## src/rtl/drive_cmd_sequencer.sv

```systemverilog
// Paces speed-command frames to a downstream serial sender: change requests,
// periodic heartbeat refresh, minimum inter-frame gap and emergency-stop override.
module drive_cmd_sequencer #(
  parameter int unsigned HEARTBEAT_CYCLES = 32'd25_000_000,
  parameter int unsigned MIN_GAP_CYCLES   = 32'd2_500_000,
  parameter int unsigned ACCEPT_TIMEOUT   = 32'd16
) (
  input  logic        clk,
  input  logic        rst,
  input  logic        req_valid,
  input  logic [2:0]  req_speed,
  output logic        req_ready,
  input  logic        estop,
  output logic        tx_start,
  output logic [2:0]  tx_speed,
  input  logic        tx_ready,
  output logic [2:0]  active_speed,
  output logic        busy,
  output logic        tx_error,
  output logic [15:0] cmd_count
);

  localparam int HB_W  = (HEARTBEAT_CYCLES > 32'd1) ? $clog2(HEARTBEAT_CYCLES) : 1;
  localparam int GAP_W = (MIN_GAP_CYCLES > 32'd0) ? $clog2(MIN_GAP_CYCLES + 32'd1) : 1;
  localparam int ACC_W = (ACCEPT_TIMEOUT > 32'd1) ? $clog2(ACCEPT_TIMEOUT) : 1;

  localparam logic [HB_W-1:0]  HB_LAST  = HB_W'(HEARTBEAT_CYCLES - 32'd1);
  localparam logic [HB_W-1:0]  HB_ONE   = HB_W'(32'd1);
  localparam logic [GAP_W-1:0] GAP_MAX  = GAP_W'(MIN_GAP_CYCLES);
  localparam logic [GAP_W-1:0] GAP_ONE  = GAP_W'(32'd1);
  localparam logic [ACC_W-1:0] ACC_LAST = ACC_W'(ACCEPT_TIMEOUT - 32'd1);
  localparam logic [ACC_W-1:0] ACC_ONE  = ACC_W'(32'd1);

  typedef enum logic [1:0] {
    IDLE        = 2'd0,
    LAUNCH      = 2'd1,
    WAIT_ACCEPT = 2'd2,
    WAIT_DONE   = 2'd3
  } state_t;

  state_t            state_r, state_s;
  logic              pending_r, estop_pend_r, estop_d_r;
  logic [2:0]        pend_speed_r;
  logic [HB_W-1:0]   hb_cnt_r;
  logic [GAP_W-1:0]  gap_cnt_r;
  logic [ACC_W-1:0]  acc_cnt_r;
  logic              tx_start_r, busy_r, tx_error_r;
  logic [2:0]        tx_speed_r, active_speed_r;
  logic [15:0]       cmd_count_r;

  logic              estop_rise_s, gap_done_s, hb_due_s, req_fire_s;
  logic              launch_go_s, timeout_s, done_s;
  logic [2:0]        launch_speed_s;

  assign estop_rise_s   = estop && !estop_d_r;
  assign gap_done_s     = (gap_cnt_r == GAP_MAX);
  assign hb_due_s       = (hb_cnt_r == HB_LAST);
  assign req_fire_s     = req_valid && !pending_r;
  assign launch_go_s    = (state_r == IDLE) && (state_s == LAUNCH);
  assign launch_speed_s = pending_r ? pend_speed_r : active_speed_r;

  // Next-state decode; an estop-originated pending frame skips the gap wait
  always_comb begin
    state_s   = state_r;
    timeout_s = 1'b0;
    done_s    = 1'b0;
    case (state_r)
      IDLE: begin
        if (tx_ready && ((pending_r && gap_done_s) || (hb_due_s && gap_done_s) ||
                         (pending_r && estop_pend_r))) begin
          state_s = LAUNCH;
        end else begin
          state_s = IDLE;
        end
      end
      LAUNCH: state_s = WAIT_ACCEPT;
      WAIT_ACCEPT: begin
        if (!tx_ready) begin
          state_s = WAIT_DONE;
        end else if (acc_cnt_r == ACC_LAST) begin
          state_s   = IDLE;
          timeout_s = 1'b1;
        end else begin
          state_s = WAIT_ACCEPT;
        end
      end
      WAIT_DONE: begin
        if (tx_ready) begin
          state_s = IDLE;
          done_s  = 1'b1;
        end else begin
          state_s = WAIT_DONE;
        end
      end
      default: state_s = IDLE;
    endcase
  end

  // State, request capture, timers and registered outputs
  always_ff @(posedge clk) begin
    if (rst) begin
      state_r        <= IDLE;
      pending_r      <= 1'b1;
      pend_speed_r   <= 3'd0;
      estop_pend_r   <= 1'b0;
      estop_d_r      <= 1'b0;
      hb_cnt_r       <= '0;
      gap_cnt_r      <= GAP_MAX;
      acc_cnt_r      <= '0;
      tx_start_r     <= 1'b0;
      tx_speed_r     <= 3'd0;
      active_speed_r <= 3'd0;
      busy_r         <= 1'b0;
      tx_error_r     <= 1'b0;
      cmd_count_r    <= 16'd0;
    end else begin
      state_r   <= state_s;
      estop_d_r <= estop;
      busy_r    <= (state_s != IDLE);
      tx_start_r <= launch_go_s;

      // Estop edge wins over a same-cycle request; a new request wins over launch clear
      if (estop_rise_s) begin
        pending_r    <= 1'b1;
        pend_speed_r <= 3'd0;
        estop_pend_r <= 1'b1;
      end else if (req_fire_s && !estop && (req_speed != active_speed_r)) begin
        pending_r    <= 1'b1;
        pend_speed_r <= req_speed;
        estop_pend_r <= 1'b0;
      end else if (launch_go_s) begin
        pending_r    <= 1'b0;
        estop_pend_r <= 1'b0;
      end

      if (launch_go_s) begin
        tx_speed_r     <= launch_speed_s;
        active_speed_r <= launch_speed_s;
        hb_cnt_r       <= '0;
        acc_cnt_r      <= '0;
      end else begin
        if ((state_r == IDLE) && !hb_due_s) hb_cnt_r <= hb_cnt_r + HB_ONE;
        if ((state_r == WAIT_ACCEPT) && tx_ready && (acc_cnt_r != ACC_LAST))
          acc_cnt_r <= acc_cnt_r + ACC_ONE;
      end

      if (timeout_s || done_s) begin
        gap_cnt_r <= '0;
      end else if ((state_r == IDLE) && !gap_done_s) begin
        gap_cnt_r <= gap_cnt_r + GAP_ONE;
      end

      if (timeout_s) tx_error_r <= 1'b1;
      if (done_s) cmd_count_r <= cmd_count_r + 16'd1;
    end
  end

  assign req_ready    = !pending_r;
  assign tx_start     = tx_start_r;
  assign tx_speed     = tx_speed_r;
  assign active_speed = active_speed_r;
  assign busy         = busy_r;
  assign tx_error     = tx_error_r;
  assign cmd_count    = cmd_count_r;

endmodule
```

## config.mk

```make
export PLATFORM = sky130hd
export DESIGN_NAME = drive_cmd_sequencer
export DESIGN_NICKNAME = d
export VERILOG_FILES = /design/src/rtl/drive_cmd_sequencer.sv
export SDC_FILE = /design/constraint.sdc
export NUM_CORES = 1
export LEC_CHECK = 0
export CORE_UTILIZATION = 60
export DETAILED_ROUTE_END_ITERATION = 10
export DONT_BUFFER_PORTS = 1
export PLACE_DENSITY = 0.78
export SKIP_CTS_REPAIR_TIMING = 1
export SYNTH_ARGS = -nofsm -noshare
export SYNTH_HDL_FRONTEND = slang
export SYNTH_SLANG_ARGS = --single-unit
```

## constraint.sdc

```tcl
create_clock -name clk -period 2.6 [get_ports clk]
set_input_delay 0.26 -clock clk [delete_from_list [all_inputs] [get_ports clk]]
set_output_delay 0.26 -clock clk [all_outputs]
set_load 0.01 [all_outputs]
```

# Word-level counts from Yosys, hierarchy flattened
# Cells that the tools add are included.
dict set report op_classes {
  multipliers 0
  n_mux 15
  eq_ne 9
  bitwise 0
  add_sub_neg 4
  n_reduce_logical 30
  shift 0
  n_div 0
  magnitude_cmp 0
}
# op count
set op_table {}
lappend op_table {{$mux W22} 2}
lappend op_table {{$add A25 B1 Y25 const B} 1}
lappend op_table {{$eq A25 B25 Y1 const B} 1}
lappend op_table {{$add A22 B1 Y22 const B} 1}
lappend op_table {{$eq A22 B22 Y1 const B} 1}
lappend op_table {{$add A16 B1 Y16 const B} 1}
lappend op_table {{$logic_and A1 B1 Y1} 13}
lappend op_table {{$mux W1} 9}
lappend op_table {{$pmux W2 S4} 1}
lappend op_table {{$mux W2} 3}
lappend op_table {{$reduce_or A2 Y1} 3}
lappend op_table {{$logic_not A1 Y1} 5}
lappend op_table {{$add A4 B1 Y4 const B} 1}
lappend op_table {{$eq A2 B1 Y1 const B} 2}
lappend op_table {{$eq A2 B2 Y1 const B} 2}
lappend op_table {{$eq A4 B4 Y1 const B} 1}
lappend op_table {{$ne A4 B4 Y1 const B} 1}
lappend op_table {{$reduce_bool A2 Y1} 2}
lappend op_table {{$logic_or A1 B1 Y1} 3}
lappend op_table {{$ne A3 B3 Y1} 1}
lappend op_table {{$reduce_bool A3 Y1} 1}
lappend op_table {{$reduce_or A3 Y1} 1}
lappend op_table {{$logic_not A2 Y1} 1}
lappend op_table {{$reduce_and A2 Y1} 1}
dict set report word_totals {
  inputBits 8
  mem_count 0
  output_inout_bits 26
  latch_bits 0
  mem_bits_rw 0
  register_bits 81
  rom_bits 0
}

# Depth between registers and ports, before layout
# Gate-level depths: netlist of run 1.
dict set report logic_depth {
  word_depth 12
  depth_mapped 9
  mapped_depth_nobuf 7
}

# Worst setup path after synthesis of run 1
# Ideal clock, no wire load.
dict set report synth_timing {
  path_type {flip-flop to flip-flop}
  from {register gap_cnt_r[20]}
  to {register hb_cnt_r[11]}
  required_ns 2.485
  setup_slack_ns 0.369
  stages_incl_launch_ff 9
  path_buffers 3
  t_arrival_ns 2.117
  synth_period_minus_slack_ns 2.231
  cell_sequence {dfxtp_1 > or4b_1 > or4_1 > buf_4 > o22ai_4 > a211o_2 > buf_6 > buf_6 > nor2_1}
}
dict set report synth_via {
  elab_chain_len 10
  word_cells_on_any_way 11
  classes_between {2 x eq/ne; 2 x mux; 7 x reduce/logical}
}
# element line_no
set synth_lines {}
lappend synth_lines {{start, declared} 45} ;# logic [GAP_W-1:0] gap_cnt_r;
lappend synth_lines {{start signal, assigned} 150} ;# gap_cnt_r <= gap_cnt_r + GAP_ONE;
lappend synth_lines {{$eq A22 B22 Y1 *} 56} ;# assign gap_done_s = (gap_cnt_r == GAP_MAX);
lappend synth_lines {{$logic_and A1 B1 Y1} 69} ;# if (tx_ready && ((pending_r && gap_done_s) || (hb_due_s && gap_done_s) ||
lappend synth_lines {{$logic_or A1 B1 Y1 * (2 in a row)} 69}
lappend synth_lines {{$logic_and A1 B1 Y1 *} 69}
lappend synth_lines {{$mux W1 *} 69}
lappend synth_lines {{$pmux W2 S4 *} 67} ;# case (state_r)
lappend synth_lines {{$eq A2 B1 Y1 *} 59} ;# assign launch_go_s = (state_r == IDLE) && (state_s == LAUNCH);
lappend synth_lines {{$logic_and A1 B1 Y1 *} 59}
lappend synth_lines {{$reduce_or A2 Y1 (no source line) *} -}
lappend synth_lines {{end signal, assigned} 142} ;# if ((state_r == IDLE) && !hb_due_s) hb_cnt_r <= hb_cnt_r + HB_ONE;
lappend synth_lines {{end, declared} 44} ;# logic [HB_W-1:0] hb_cnt_r;
# Mark *: on every way between the ends. The rest lies on a longest branch, timed or not.
# A chain may end at the register's enable or synchronous reset.

# Worst setup path in the final report of run 1
dict set report layout_timing {
  from {register gap_cnt_r[20]}
  to {register pending_r}
}
dict set report layout_via {
  elab_chain_len 9
  word_cells_on_any_way 10
  classes_between {2 x eq/ne; 2 x mux; 6 x reduce/logical}
}
# element line_no
set layout_lines {}
lappend layout_lines {{$eq A22 B22 Y1 *} 56}
lappend layout_lines {{$logic_and A1 B1 Y1} 69}
lappend layout_lines {{$logic_or A1 B1 Y1 * (2 in a row)} 69}
lappend layout_lines {{$logic_and A1 B1 Y1 *} 69}
lappend layout_lines {{$mux W1 *} 69}
lappend layout_lines {{$pmux W2 S4 *} 67}
lappend layout_lines {{$eq A2 B1 Y1 *} 59}
lappend layout_lines {{$logic_and A1 B1 Y1 *} 59}
lappend layout_lines {{end signal, assigned} 103} ;# pending_r <= 1'b1;
lappend layout_lines {{end signal, assigned} 124} ;# pending_r <= 1'b1;
lappend layout_lines {{end signal, assigned} 128} ;# pending_r <= 1'b1;
lappend layout_lines {{end, declared} 42} ;# logic pending_r, estop_pend_r, estop_d_r;
# Marked as above.

==> run metrics, run 1 <==
Hold Path Cell Cnt 1; share of cells above drive strength 1 8.315%; CTS root buf clkbuf_8; CP top delay family simple AND/OR/NAND/NOR gates; power per cell area 681.8 mW/mm^2; post-synthesis sequential area ratio 41.74%; Core ar. 0.006096 sq mm; RSZ-0062 raised after global routing no; critical path class reg -> reg; Max-cap violations 0; Final Setup Violations 0; Die Area 0.006800 sq mm; htree depth 3; skew final 9.015 ps; total track usage 25.08%; TNS Setup 0 ps; grt ovf 0; per-cell routed wire length 15.35 microns; total power 2.864 mW; synth unique cells 49; Clk Latency, worst-skew pair 360 ps; Setup WS post-layout 134.1 ps; number of synthesis warnings 0; IO buf count 0; Worst Path Required 2860 ps; CTS buffer count 9; drt first-iter violations 231; Num Clock Sinks 81; Cell Chain, Critical Path or4b_1 -> or4_1 -> buf_4 -> nor3_1 -> a21oi_1 -> a211o_1; vias 3240; status finished clean; die height 82.47 microns; Worst slew margin 50.75%; Tcrit/Tclk final 94.84%; final wirelength 8168 microns; cells on worst reg2reg path 6; Hold Path Sink gap_cnt_r[18]; Max Freq 405.5 MHz; Worst Min Path Start rst; synthesized area per cell 8.653 sq um; GPL Wtd Cong 0.8783; Fin. Hold Viols 0; initial antenna violation count 0; path category of the worst min-delay check in -> reg; Filler Cell Count 503; CTS tree done; diode count 0; nets@finish 465; Max VDD drop 0.4398 mV; Netlist Area Pre-Place 0.003885 sq mm; Worst EP arrival 2720 ps; Post-synth EDFFs 0; first-pass GRT wire length 12920 microns; P&R area growth vs syn 8.148%; crit path max fanout 6; CP startpoint gap_cnt_r[20]; dpl hpwl 5666 microns; flop and latch count out of synthesis 81; vias in the first global route 2924; Slew Viols, Final 0; CTS Buffer Depth 2; synthesized instance count 449; element type at the critical path end flop; IO Pins 34; Tightest Pin Transition 733.2 ps; Initial Util 63.73%; Worst R2R Setup Slack 130 ps; WP buf/inv 1; slowest library cell on the worst path or4_1; Final Util 68.92%; Worst Setup Start Kind flop; min Tclk post-route 2466 ps; max incr delay on CP 570 ps; DIE WIDTH 82.47 microns; Via density 6.090; Top FF cell, synth dfxtp_1; R2R Path End pending_r; Mapped Nets 462; LEAKAGE 1.477 nW; Crit Reg-Reg Startpoint gap_cnt_r[20]; clk slew on worst S/H paths 90 ps; DRC Markers 0; Pre-Repair DR Iteration Count 4; pre-CTS WS 159.7 ps; pin count of the biggest net entering global routing 39; Cell Rows 28; post-route ant nets 0; asr flop ratio synth 0%
==> state kept, by name (all words and copies together), names as in the netlist, 2 cells and up <==
name          cells
acc_cnt_r         4
active_speed      3
cmd_count        16
gap_cnt_r        22
hb_cnt_r         25
pend_speed_r      3
state_r           2
==> metal layers <==
layer | global-route usage, % | up-vias | share of wire, %
met4 | 11.05 | 0 | 2.0
li1 | - | 1608 | -
met3 | 5.714 | 15 | 3.6
met1 | 33.26 | 1557 | 47
met5 | 0 | - | 0
met2 | 38.84 | 60 | 47
==> how the worst max path moves through the flow <==
stage / depth (start not counted) / to
floorplan: 8 / hb_cnt_r[11]
global placement: 6 / pending_r
detailed placement: 6 / pending_r
CTS: 6 / gap_cnt_r[20]
global route: 6 / pending_r
finish: 6 / pending_r
==> cells by family after synthesis <==
group	count (synthesis)	share of synthesized area [%]
xor gates and xnor gates	46	10.37
buffers and inverters	29	3.703
adders and majority gates	5	1.610
muxes	11	2.834
and+or+nand+nor	212	28.31
AOI/OAI and AO/OA	65	11.43
DFF	81	41.74
==> placed cells by master (no fill, tap or decap), types with 3 or more instances in the layout <==
master	n
a21o_1	4
a21oi_1	19
and3_1	8
and4_1	4
buf_4	10
clkbuf_8	9
dfxtp_1	81
ha_1	5
inv_1	9
mux2i_1	11
nand2_1	27
nand2b_1	6
nand3_1	22
nand4_1	18
nor2_1	70
nor3_1	9
nor4_1	5
o211ai_1	6
o21ai_0	13
o31ai_1	3
or2_2	4
or3_1	16
or4_1	10
xnor2_1	14
xor2_1	32
==> through the flow <==
| stage | hold slack, ps | instance area (sq um) | cells |
|---|---|---|---|
| 4_1_cts | -45.34 | 4174 | 530 |
| 3_3_place_gp | 336.1 | 3956 | 514 |
| 2_1_floorplan | 388.2 | 3885 | 449 |
| 6_report | 7.709 | 4202 | 532 |
| 3_5_place_dp | 336.6 | 3956 | 514 |
| 5_1_grt | 1.256 | 4202 | 532 |
==> synthesized netlist by cell type, drive strengths merged, types with 3 or more instances <==
cell type  number  share of area [%]
xor2           32                7.2
nand2b          6               0.97
o21ai          16                2.2
a21o            4               0.77
or2             4               0.64
nor2           70                6.8
a211o           3               0.71
ha              5                1.6
nor3            9                1.2
buf             8                1.7
or3            16                2.6
xnor2          14                3.2
mux2i          11                2.8
and3            8                1.3
clkbuf         12                1.2
nor4            6                1.1
nand3          22                2.8
dfxtp          81                 42
nand2          27                2.6
or4            10                1.9
inv             9               0.87
nand4          18                2.9
o2111ai         3               0.84
and4            4               0.90
o211ai          6                1.2
o31ai           3               0.58
a21oi          19                2.4
==> area by class of cell <==
type	count	area, sq um	share of cell area (%)
clock buffer	10	127.6	3.038
clock inverter	6	90.09	2.144
inverter	9	33.78	0.8040
multi-input combinational	339	2120	50.45
sequential	81	1622	38.59
tap	75	93.84	2.233
timing repair buffer	12	115.1	2.740
==> power by group <==
group | total, mW | internal, mW | switching (mW)
clock | 1.02 | 0.546 | 0.474
combinational | 0.480 | 0.189 | 0.291
sequential | 1.36 | 1.29 | 0.0695
total | 2.86 | 2.03 | 0.835
Note: power is estimated with default switching activity, not from simulation.
==> run 2: changes to the inputs <==
--- a/config.mk
+++ b/config.mk
@@ -8,7 +8,8 @@
 export CORE_UTILIZATION = 60
 export DETAILED_ROUTE_END_ITERATION = 10
 export DONT_BUFFER_PORTS = 1
-export PLACE_DENSITY = 0.78
+export HOLD_SLACK_MARGIN = 0.06
+export PLACE_DENSITY = 0.85
 export SKIP_CTS_REPAIR_TIMING = 1
 export SYNTH_ARGS = -nofsm -noshare
 export SYNTH_HDL_FRONTEND = slang
==> run 2 against run 1 <==
  * Cell count fell by 0.19%
  * Routed wire length fell by 0.77%
  * Count of clock-buffer cells in the layout grew 1
  * Critical endpoint unchanged
  * Largest cell class unchanged
  * Clock power fell by 10%
  * Critical path depth fell by 1
==> run metrics, run 2 (synthesized netlist as in run 1, its figures left out) <==
status finished clean; Tightest Pin Transition 659.8 ps; Cell Area, Placed 0.003941 sq mm; final wirelength 8105 microns; post-route ant nets 0; IO Pins 34; DRC Markers 0; total track usage 24.89%; grt ovf 0; skew final 9.960 ps; Worst EP arrival 2710 ps; GPL Wtd Cong 0.8664; Cell Rows 28; Crit Reg-Reg Startpoint hb_cnt_r[6]; fin area 0.004182 sq mm; DIE WIDTH 82.47 microns; pin count of the biggest net entering global routing 39; Worst Path Required 2860 ps; Core ar. 0.006096 sq mm; die height 82.47 microns; CP startpoint hb_cnt_r[6]; Via density 6.107; Worst Setup Start Kind flop; path category of the worst min-delay check in -> reg; vias 3243; Max VDD drop 0.4739 mV; first-pass GRT wire length 12940 microns; Comb power frac 17.2%; IO buf count 0; CTS buffer count 9; diode count 0; Storage cell area 0.001622 sq mm; Fin. Hold Viols 0; Clk Latency, worst-skew pair 360 ps; CTS Buffer Depth 2; dpl hpwl 5517 microns; Tcrit/Tclk final 94.30%; LEAKAGE 1.458 nW; initial antenna violation count 0; R2R Path End pending_r; CTS root buf clkbuf_8; share of cells above drive strength 1 7.895%; Reg with most FFs hb_cnt_r; Slew Viols, Final 0; Worst R2R Setup Slack 150 ps; cell-internal power 1.950 mW; Clock Power Share 33.2%; TNS Setup 0 ps; commonest non-fill, non-tap cells in the layout 81 x dfxtp_1, 70 x nor2_1, 32 x xor2_1; Net Sw Frac 29.37%; drt first-iter violations 200; CTS tree done; Max-cap violations 0; vias in the first global route 2885; Num Clock Sinks 81; min Tclk post-route 2452 ps; clk slew on worst S/H paths 80 ps; power per cell area 660.3 mW/mm^2; pre-CTS WS 178.9 ps; nets@finish 464; P&R area growth vs syn 7.633%; sw power 810.9 uW; Worst slew margin 55.67%; critical path class reg -> reg; Filler Cell Count 489; commonest non-fill, non-tap cell in the layout dfxtp_1; element type at the critical path end flop; Setup WS post-layout 148.2 ps; Initial Util 63.73%; CP endpoint pending_r; Final Setup Violations 0; crit path max fanout 8; per-cell routed wire length 15.26 microns; Largest register FFs 25; RSZ-0062 raised after global routing no; cells on worst reg2reg path 5; Max Freq 407.9 MHz; multi-input combinational cell area 0.002123 sq mm; Pre-Repair DR Iteration Count 5; Die Area 0.006800 sq mm; htree depth 3; Seq pwr share 49.6%
run 2: changes by cell type in the layout (fill, tap and decap cells not counted):
| cell | before | now |
|---|---|---|
| buf_4 | 10 | 7 |
| clkbuf_8 | 9 | 10 |
| clkinvlp_4 | 1 | 2 |
| bufinv_16 | 2 | 1 |
| dlygate4sd3_1 | 0 | 2 |
| inv_6 | 2 | 0 |
| or4_4 | 0 | 1 |
| clkinv_2 | 1 | 2 |
| or4_1 | 10 | 9 |
run 2: how the worst min path moves through the flow:
stage                             from               to  cells after the start
after floorplan                  estop        estop_d_r                      1
after global placement             rst  active_speed[0]                      1
after detailed placement           rst        estop_d_r                      1
after CTS                          rst        estop_d_r                      1
after global routing          tx_ready       state_r[0]                      2
final                     req_speed[1]  pend_speed_r[1]                      2
run 2: routing by layer:
metal  wire (microns)  GRT usage (%)  vias to the layer above
met5                0              0                        -
met4               91          8.246                        0
met3              339          5.495                        9
met2             3945          41.74                       79
met1             3729          31.50                     1553
li1                 -              -                     1602
run 2: power by group through the flow:
stage	Clock, mW	Sequential [mW]	Combinational (mW)
floorplan	0	1.36	0.381
CTS	0.930	1.37	0.453
detailed placement	0	1.39	0.448
finish	0.917	1.37	0.475
global route	0.982	1.38	0.517
global placement	0	1.39	0.439
run 2: per-stage QoR:
stage	power [mW]	std cells	utilization [%]	hold slack (ps)
2_1_floorplan	1.745	449	-	388.2
3_3_place_gp	1.830	512	64.66	336.2
3_5_place_dp	1.842	512	64.66	338.7
4_1_cts	2.750	528	67.88	-43.20
5_1_grt	2.877	531	68.60	79.27
6_report	2.761	531	68.60	56.91
run 2: critical path, stage by stage, from the launching register on:
cell and delay, ps:
dfxtp_1 340, or4_1 510, or4_1 680, nor2_1 330, a21oi_1 190, a211o_1 310
run 2: final cells by class:
cell class	count	share of cell area, %
Sequential cell	81	38.78
Clock buffer	11	3.381
Timing Repair Buffer	11	2.693
Clock inverter	5	1.317
Inverter	9	0.8079
Multi-Input combinational cell	339	50.78
Tap cell	75	2.244
